File: config.mk
export PLATFORM = sky130hd
export DESIGN_NAME = nmi_arbiter
export DESIGN_NICKNAME = d
export VERILOG_FILES = /design/src/rtl/nmi_arbiter_pkg.sv /design/src/rtl/nmi_arbiter_rr_picker.sv /design/src/rtl/nmi_arbiter.sv
export SDC_FILE = /design/constraint.sdc
export NUM_CORES = 1
export LEC_CHECK = 0
export CAP_MARGIN = 20
export CORE_AREA = 3 3 120 122
export CTS_CLUSTER_SIZE = 8
export DETAILED_ROUTE_END_ITERATION = 10
export DIE_AREA = 0 0 123 125
export PLACE_DENSITY = 0.65
export SYNTH_ARGS = -nofsm -noshare
export SYNTH_HDL_FRONTEND = slang
export SYNTH_SLANG_ARGS = --single-unit
File: constraint.sdc
create_clock -name clk_i -period 3.3 [get_ports clk_i]
set_input_delay 0.66 -clock clk_i [delete_from_list [all_inputs] [get_ports clk_i]]
set_output_delay 0.66 -clock clk_i [all_outputs]
set_load 0.02 [all_outputs]
File: src/rtl/nmi_arbiter_pkg.sv
// Shared types and constants for the NMI round-robin arbiter.
package nmi_arb_pkg;

    typedef enum logic {
        IDLE = 1'b0,
        BUSY = 1'b1
    } arb_state_e;

    localparam int unsigned NMI_AW = 32;
    localparam int unsigned NMI_DW = 32;
    localparam int unsigned NMI_SW = 4;

    localparam logic [NMI_DW-1:0] TMO_RDATA = 32'hDEAD_BEEF;

endpackage

File: src/rtl/nmi_arbiter_rr_picker.sv
// Combinational round-robin picker: first requester at or after ptr, modulo NUM_MST.
module nmi_rr_picker
    import nmi_arb_pkg::*;
#(
    parameter int unsigned NUM_MST = 2,
    parameter int unsigned IDX_W   = (NUM_MST > 1) ? $clog2(NUM_MST) : 1
) (
    input  logic [NUM_MST-1:0] req,
    input  logic [IDX_W-1:0]   ptr,
    output logic [NUM_MST-1:0] gnt,
    output logic [IDX_W-1:0]   idx
);

    logic             found;
    logic [IDX_W-1:0] cand;

    always_comb begin
        gnt   = '0;
        idx   = '0;
        found = 1'b0;
        cand  = '0;
        for (int unsigned off = 0; off < NUM_MST; off++) begin
            cand = IDX_W'((32'(ptr) + off) % NUM_MST);
            if (!found && req[cand]) begin
                found     = 1'b1;
                gnt[cand] = 1'b1;
                idx       = cand;
            end
        end
    end

endmodule

File: src/rtl/nmi_arbiter.sv
// Round-robin arbiter sharing one NMI slave port between NUM_MST masters.
// Optional forced termination of stalled transactions with NMI_ARB_TIMEOUT_EN.
module nmi_arbiter
    import nmi_arb_pkg::*;
#(
    parameter int unsigned NUM_MST     = 2,
    parameter int unsigned TIMEOUT_CYC = 1024
) (
    input  logic                      clk_i,
    input  logic                      rst_i,
    input  logic [NUM_MST-1:0]        m_valid_i,
    input  logic [NUM_MST-1:0]        m_instr_i,
    input  logic [NUM_MST*NMI_AW-1:0] m_addr_i,
    input  logic [NUM_MST*NMI_DW-1:0] m_wdata_i,
    input  logic [NUM_MST*NMI_SW-1:0] m_wstrb_i,
    output logic [NUM_MST-1:0]        m_ready_o,
    output logic [NUM_MST*NMI_DW-1:0] m_rdata_o,
    output logic                      s_valid_o,
    output logic                      s_instr_o,
    output logic [NMI_AW-1:0]         s_addr_o,
    output logic [NMI_DW-1:0]         s_wdata_o,
    output logic [NMI_SW-1:0]         s_wstrb_o,
    input  logic                      s_ready_i,
    input  logic [NMI_DW-1:0]         s_rdata_i,
    output logic [NUM_MST-1:0]        gnt_o,
    output logic                      busy_o,
    output logic                      tmo_o
);

    localparam int unsigned IDX_W = (NUM_MST > 1) ? $clog2(NUM_MST) : 1;

    arb_state_e       state_q, state_d;
    logic [IDX_W-1:0] gnt_idx_q, gnt_idx_d;
    logic [IDX_W-1:0] ptr_q, ptr_d, ptr_nxt;
    logic [IDX_W-1:0] pick_idx;
    logic [NUM_MST-1:0] pick_gnt;
    logic             busy, gnt_valid, done, tmo_hit;

    nmi_rr_picker #(
        .NUM_MST (NUM_MST),
        .IDX_W   (IDX_W)
    ) u_picker (
        .req (m_valid_i),
        .ptr (ptr_q),
        .gnt (pick_gnt),
        .idx (pick_idx)
    );

    assign busy      = (state_q == BUSY);
    assign gnt_valid = m_valid_i[gnt_idx_q];
    // A ready seen while the granted master has dropped valid is not a completion.
    assign done      = busy && gnt_valid && s_ready_i;
    assign ptr_nxt   = (gnt_idx_q == IDX_W'(NUM_MST - 1)) ? '0 : gnt_idx_q + 1'b1;

`ifdef NMI_ARB_TIMEOUT_EN
    localparam int unsigned TMO_W = $clog2(TIMEOUT_CYC + 1);

    logic [TMO_W-1:0] tmo_cnt_q;
    logic             tmo_q;

    always_ff @(posedge clk_i or posedge rst_i) begin
        if (rst_i) begin
            tmo_cnt_q <= '0;
            tmo_q     <= 1'b0;
        end else begin
            if (!busy)
                tmo_cnt_q <= '0;
            else if (!s_ready_i)
                tmo_cnt_q <= tmo_cnt_q + 1'b1;
            if (tmo_hit)
                tmo_q <= 1'b1;
        end
    end

    assign tmo_hit = busy && !done && (tmo_cnt_q == TMO_W'(TIMEOUT_CYC));
    assign tmo_o   = tmo_q;
`else
    assign tmo_hit = 1'b0;
    assign tmo_o   = 1'b0;
`endif

    always_ff @(posedge clk_i or posedge rst_i) begin
        if (rst_i) begin
            state_q   <= IDLE;
            gnt_idx_q <= '0;
            ptr_q     <= '0;
        end else begin
            state_q   <= state_d;
            gnt_idx_q <= gnt_idx_d;
            ptr_q     <= ptr_d;
        end
    end

    always_comb begin
        state_d   = state_q;
        gnt_idx_d = gnt_idx_q;
        ptr_d     = ptr_q;
        unique case (state_q)
            IDLE: begin
                if (|m_valid_i) begin
                    gnt_idx_d = pick_idx;
                    state_d   = BUSY;
                end
            end
            BUSY: begin
                if (done || tmo_hit) begin
                    ptr_d   = ptr_nxt;
                    state_d = IDLE;
                end
            end
            default: state_d = IDLE;
        endcase
    end

    always_comb begin
        gnt_o     = '0;
        m_ready_o = '0;
        m_rdata_o = '0;
        s_valid_o = 1'b0;
        s_instr_o = 1'b0;
        s_addr_o  = '0;
        s_wdata_o = '0;
        s_wstrb_o = '0;
        busy_o    = busy;
        if (busy) begin
            gnt_o[gnt_idx_q]     = 1'b1;
            s_valid_o            = gnt_valid && !tmo_hit;
            s_instr_o            = m_instr_i[gnt_idx_q];
            s_addr_o             = m_addr_i[gnt_idx_q*NMI_AW +: NMI_AW];
            s_wdata_o            = m_wdata_i[gnt_idx_q*NMI_DW +: NMI_DW];
            s_wstrb_o            = m_wstrb_i[gnt_idx_q*NMI_SW +: NMI_SW];
            m_ready_o[gnt_idx_q] = done || tmo_hit;
            m_rdata_o[gnt_idx_q*NMI_DW +: NMI_DW] = tmo_hit ? TMO_RDATA : s_rdata_i;
        end
    end

endmodule

# Word-level counts from Yosys, hierarchy flattened
# Cells that the tools add are included.
# word_totals
reg_bits,3
inputBits,175
output_inout_bits,140
word_cells,51
# classes
n_addsub,3
magnitude_cmp,4
n_shift,5
mux,25
bitwise,3
n_reduce_logical,8
# ops
operator,n
$shiftx A64 B7 Y32,2
$and A64 B64 Y64,1
$mux W32,2
$mux W64,1
$shift A32 B34 Y64 const A,1
$shiftx A32 B34 Y64,1
$neg A6 Y34,1
$mux W1,17
$shiftx A8 B4 Y4,1
$lt A1 B2 Y1 const B,3
$logic_and A1 B1 Y1,4
$mux W2,2
$mux W4,1
$reduce_and A2 Y1,2
$add A1 B1 Y1 const B,2
$and A2 B2 Y2,1
$pmux W1 S2,1
$reduce_or A2 Y1,1
$demux W1 S1,1
$ge A1 B1 Y1 const B,1
$logic_not A1 Y1,1
$not A1 Y1,1

# Longest topological paths before layout
# logic_depth
depth_word,6
mapped_depth,5
depth_no_buf,2

# Modules after synthesis
# From an unflattened synthesis, not the netlist that was laid out.
# unflattened
hier_cells,252
hier_area_um2,1906.8
# by_module_without_submodules
mod,n_inst,cells_each,area_per_inst_um2,seq_area_each_um2
nmi_arbiter,1,248,1876.8,75.1
nmi_rr_picker,1,4,30.0,0.0

# Worst setup path before layout
# No wires, ideal clock.
# synth_timing
kind,register -> output
startpoint,"register state_q, in the netlist busy_o"
endpoint,output s_wdata_o[25]
arrival_time_ns,1.335
t_required_ns,2.640
slack_ns,1.305
path_stages_with_launch,5
n_path_buf,3
path_cell_list,dfrtp_1 -> buf_4 -> buf_4 -> clkbuf_1 -> nor2b_1
# synth_via
elab_chain_cells,1
# synth_lines
item,line,text
start: declaration,nmi_arbiter.sv:32,"arb_state_e state_q, state_d;"
start signal: assignment,nmi_arbiter.sv:88,state_q <= state_d;
$mux W32,nmi_arbiter.sv:125,if (busy) begin
end: declaration,nmi_arbiter.sv:21,"output logic [NMI_DW-1:0] s_wdata_o,"
# Every way passes these cells.

# Worst setup path in the final report
# layout_timing
startpoint,input m_valid_i[1]
endpoint,output s_valid_o
# layout_via
elab_chain_cells,3
# layout_lines
item,line,text
start: declaration,nmi_arbiter.sv:11,"input logic [NUM_MST-1:0] m_valid_i,"
$mux W1 (not written as such) (2 in a row),nmi_arbiter.sv:50,assign gnt_valid = m_valid_i[gnt_idx_q];
$mux W1,nmi_arbiter.sv:125,
end: declaration,nmi_arbiter.sv:18,"output logic s_valid_o,"
# Every way passes these cells. The select of a mux whose other input is x is not followed.

==> summary.md <==
| Metric | Value |
|---|---|
| CP dominant cell by count | clkdlybuf4s50_1 |
| CP max FO | 5 |
| Post-Synthesis Cells | 250 |
| Status | complete, no violations |
| Top cell family by delay on the critical path | buffers and inverters |
| Syn-to-layout area delta | 175.7% |
| Worst clock skew | 0.001503 ns |
| Worst setup path class | input pin to output port |
| PortBufs | between 300 and 400 |
| Vias | between 2000 and 3000 |
| Post-CTS Resized | 0 |
| Slew margin rel. | 0.6010 |
| Post-DR vias/cell | approximately 3.9 |
| Overall Global Routing Usage | 0.1225 |
| CTS tree | done |
| Worst vdd ir | roughly 0.00044 V |
| Final number of max-transition violations | 0 |
| Yosys reg bits | 3 |
| Fmax | 345.1 MHz |
| Synth unique cells | 19 |
| Synth warnings | 0 |
| H-tree depth | 1 |
| Nets | 719 |
| Cell Rows | 42 |
| Slew @ Worst Pin | 0.5972 ns |
| Die X | 123 µm |
| Initial antenna violation count | 0 |
| Hold slack | 0.5659 ns |
| Register area share after synthesis | 0.03987 |
| Highest-delay cell along the critical path | clkdlybuf4s50_1 |
| Syn_area_per_cell | around 7.5 µm² |
| Unrepaired setup endpoints after global routing | no |
| First-pass GRT wire length | 15320 µm |
| Crit path largest cell delay | 0.66 ns |
| Leak | 2.153 nW |
| Critical Path RT | 2.64 ns |
| PwrDens | 661.7 nW/µm² |
| Post-CTS Hold Buffers | 0 |
| Crit end category | output port |
| DP HPWL | 8791 µm |
| Drt drc | 0 |
| Post-Syn Area | 1883 µm² |
| CTS Sinks | 3 |
| CP bufs+invs | 2 |
| CP cell instances | clkdlybuf4s50_1 > mux2i_1 > nor2b_1 > clkdlybuf4s50_1 |
| Crit start category | input pin |
| GPL Wtd Cong | 0.8409 |
| Clock Root Buffer | clkbuf_16 |
| Initial core utilization | 0.1416 |
| Most common cell after layout, fill and taps aside | clkdlybuf4s50_1 |
| Clock Path Buffers | 2 |
| Total Wirelength | 10480 µm |
| Endpoints failing hold | 0 |
| Largest net degree at the start of global routing | 65 |
| Die area | 15380 µm² |
| Fillers | 1329 |
| Clock-pin slew on the worst setup and hold paths | 0.03 ns |
| Core footprint | 13300 µm² |
| Period utilisation layout | 0.8781 |
| Die Height | 125 µm |
| Diodes inserted | 0 |
| Num CTS Buffers | 3 |
| Clock Latency Late Sink | 0.22 ns |
| Initial DRC count | 70 |
| Post-CTS setup buffers | 0 |
| Syn nets | 425 |
| Most frequent cells in the layout | clkdlybuf4s50_1 (313), nor2b_1 (73), mux2i_1 (70) |
| Max Cap Viol | 0 |
| I/O pin count | 315 |
| Final setup vio count | 0 |
| Setup TNS | 0 ns |
| DR WL/cell | 14.58 µm |
| Pre-antenna DRT Iters | 4 |
| Worst hold-check path type | flip-flop to flip-flop |
| Vias in the first global route | 2797 |
| Antenna Violating Nets Remaining | 0 |
| Arrival @ worst endpoint | between 2 and 2.5 ns |
| Total global routing overflow | 0 |
| Fin crit period | 2.898 ns |
| Share of cells above drive strength 1 | 0.01842 |
[synthesized netlist by cell type, drive strengths merged]
cell type | count | area, µm²
o32a | 1 | 10.01
nand2 | 2 | 7.510
buf | 14 | 115.1
inv | 1 | 3.750
nor3 | 1 | 5.000
nor2b | 74 | 470.5
a2bb2oi | 1 | 8.760
and2 | 33 | 206.5
clkbuf | 14 | 55.05
a31oi | 1 | 6.260
dfrtp | 3 | 75.07
mux2i | 70 | 700.7
and3 | 33 | 206.5
and4 | 1 | 8.760
conb | 1 | 3.750
[cells by family (layout without fill, tap and decap cells)]
family                 after synthesis  after routing  share of synthesized area
flip-flops                           3              3                    0.03987
buffers and inverters               29            322                    0.09236
AO/OA/AOI/OAI                        3              3                    0.01329
multiplexers                        70             70                     0.3721
AND/OR/NAND/NOR                    144            144                     0.4804
other                                1              1                   0.001991
[routing by layer]
metal  vias up  part of all wire  GRT usage
li1       1428                 -          -
met1      1227              0.35     0.1259
met2       171              0.52     0.2377
met3        10              0.12    0.03568
met4         0             0.014    0.03062
met5         -                 0          0
[metrics by stage]
| step | instance area, µm² | worst slack, ns | std cells | power, mW | utilization |
|---|---|---|---|---|---|
| final | 5192 | 0.4024 | 719 | 3.436 | 0.3906 |
| after global routing | 5192 | 0.2597 | 719 | 3.640 | 0.3906 |
| after CTS | 5192 | 0.3264 | 719 | 3.482 | 0.3906 |
| after detailed placement | 5114 | 0.3235 | 715 | 3.276 | 0.3846 |
| after global placement | 5114 | 0.3103 | 715 | 3.259 | 0.3846 |
| after floorplan | 1883 | 1.305 | 250 | 1.890 | - |
[path summary, 6_finish.rpt]
path,startpoint,endpoint,slack [ns],depth (start not counted)
max,m_valid_i[1],s_valid_o,0.40,4
min,ptr_q,gnt_idx_q,0.57,2
max reg2reg,gnt_idx_q,ptr_q,1.92,3
min reg2reg,ptr_q,gnt_idx_q,0.57,2
max in group asynchronous,rst_i,gnt_idx_q,2.52,2
min in group asynchronous,rst_i,ptr_q,0.64,2
[sequential cells by signal (all words and copies together) (netlist names)]
| register | flops |
|---|---|
| busy_o | 1 |
| gnt_idx_q | 1 |
| ptr_q | 1 |
[final cells by class]
| class | instances | area (µm²) | share of cell area |
|---|---|---|---|
| clock buffers | 4 | 78.83 | 0.01518 |
| well taps | 176 | 220.2 | 0.04241 |
| flip-flops and latches | 3 | 80.08 | 0.01542 |
| inverters | 1 | 3.754 | 0.0007229 |
| repair buffers | 317 | 3176 | 0.6116 |
| multi-input cells | 218 | 1634 | 0.3147 |
[worst register-to-register path: cells and delay by family (launching register included)]
kind / cells / cell delay, ns
AND/OR/NAND/NOR: 2 / 0.41
flip-flops: 1 / 0.53
buffers and inverters: 1 / 0.32
[where the power goes]
part           internal, mW  leakage, nW  switching, mW  total (mW)
registers            0.0573       0.0335         0.0425      0.0998
logic                  1.61         2.08           1.54        3.14
clock network         0.159       0.0382         0.0320       0.191
total                  1.82         2.15           1.61        3.44
No activity file was read; power rests on OpenSTA's default activity.
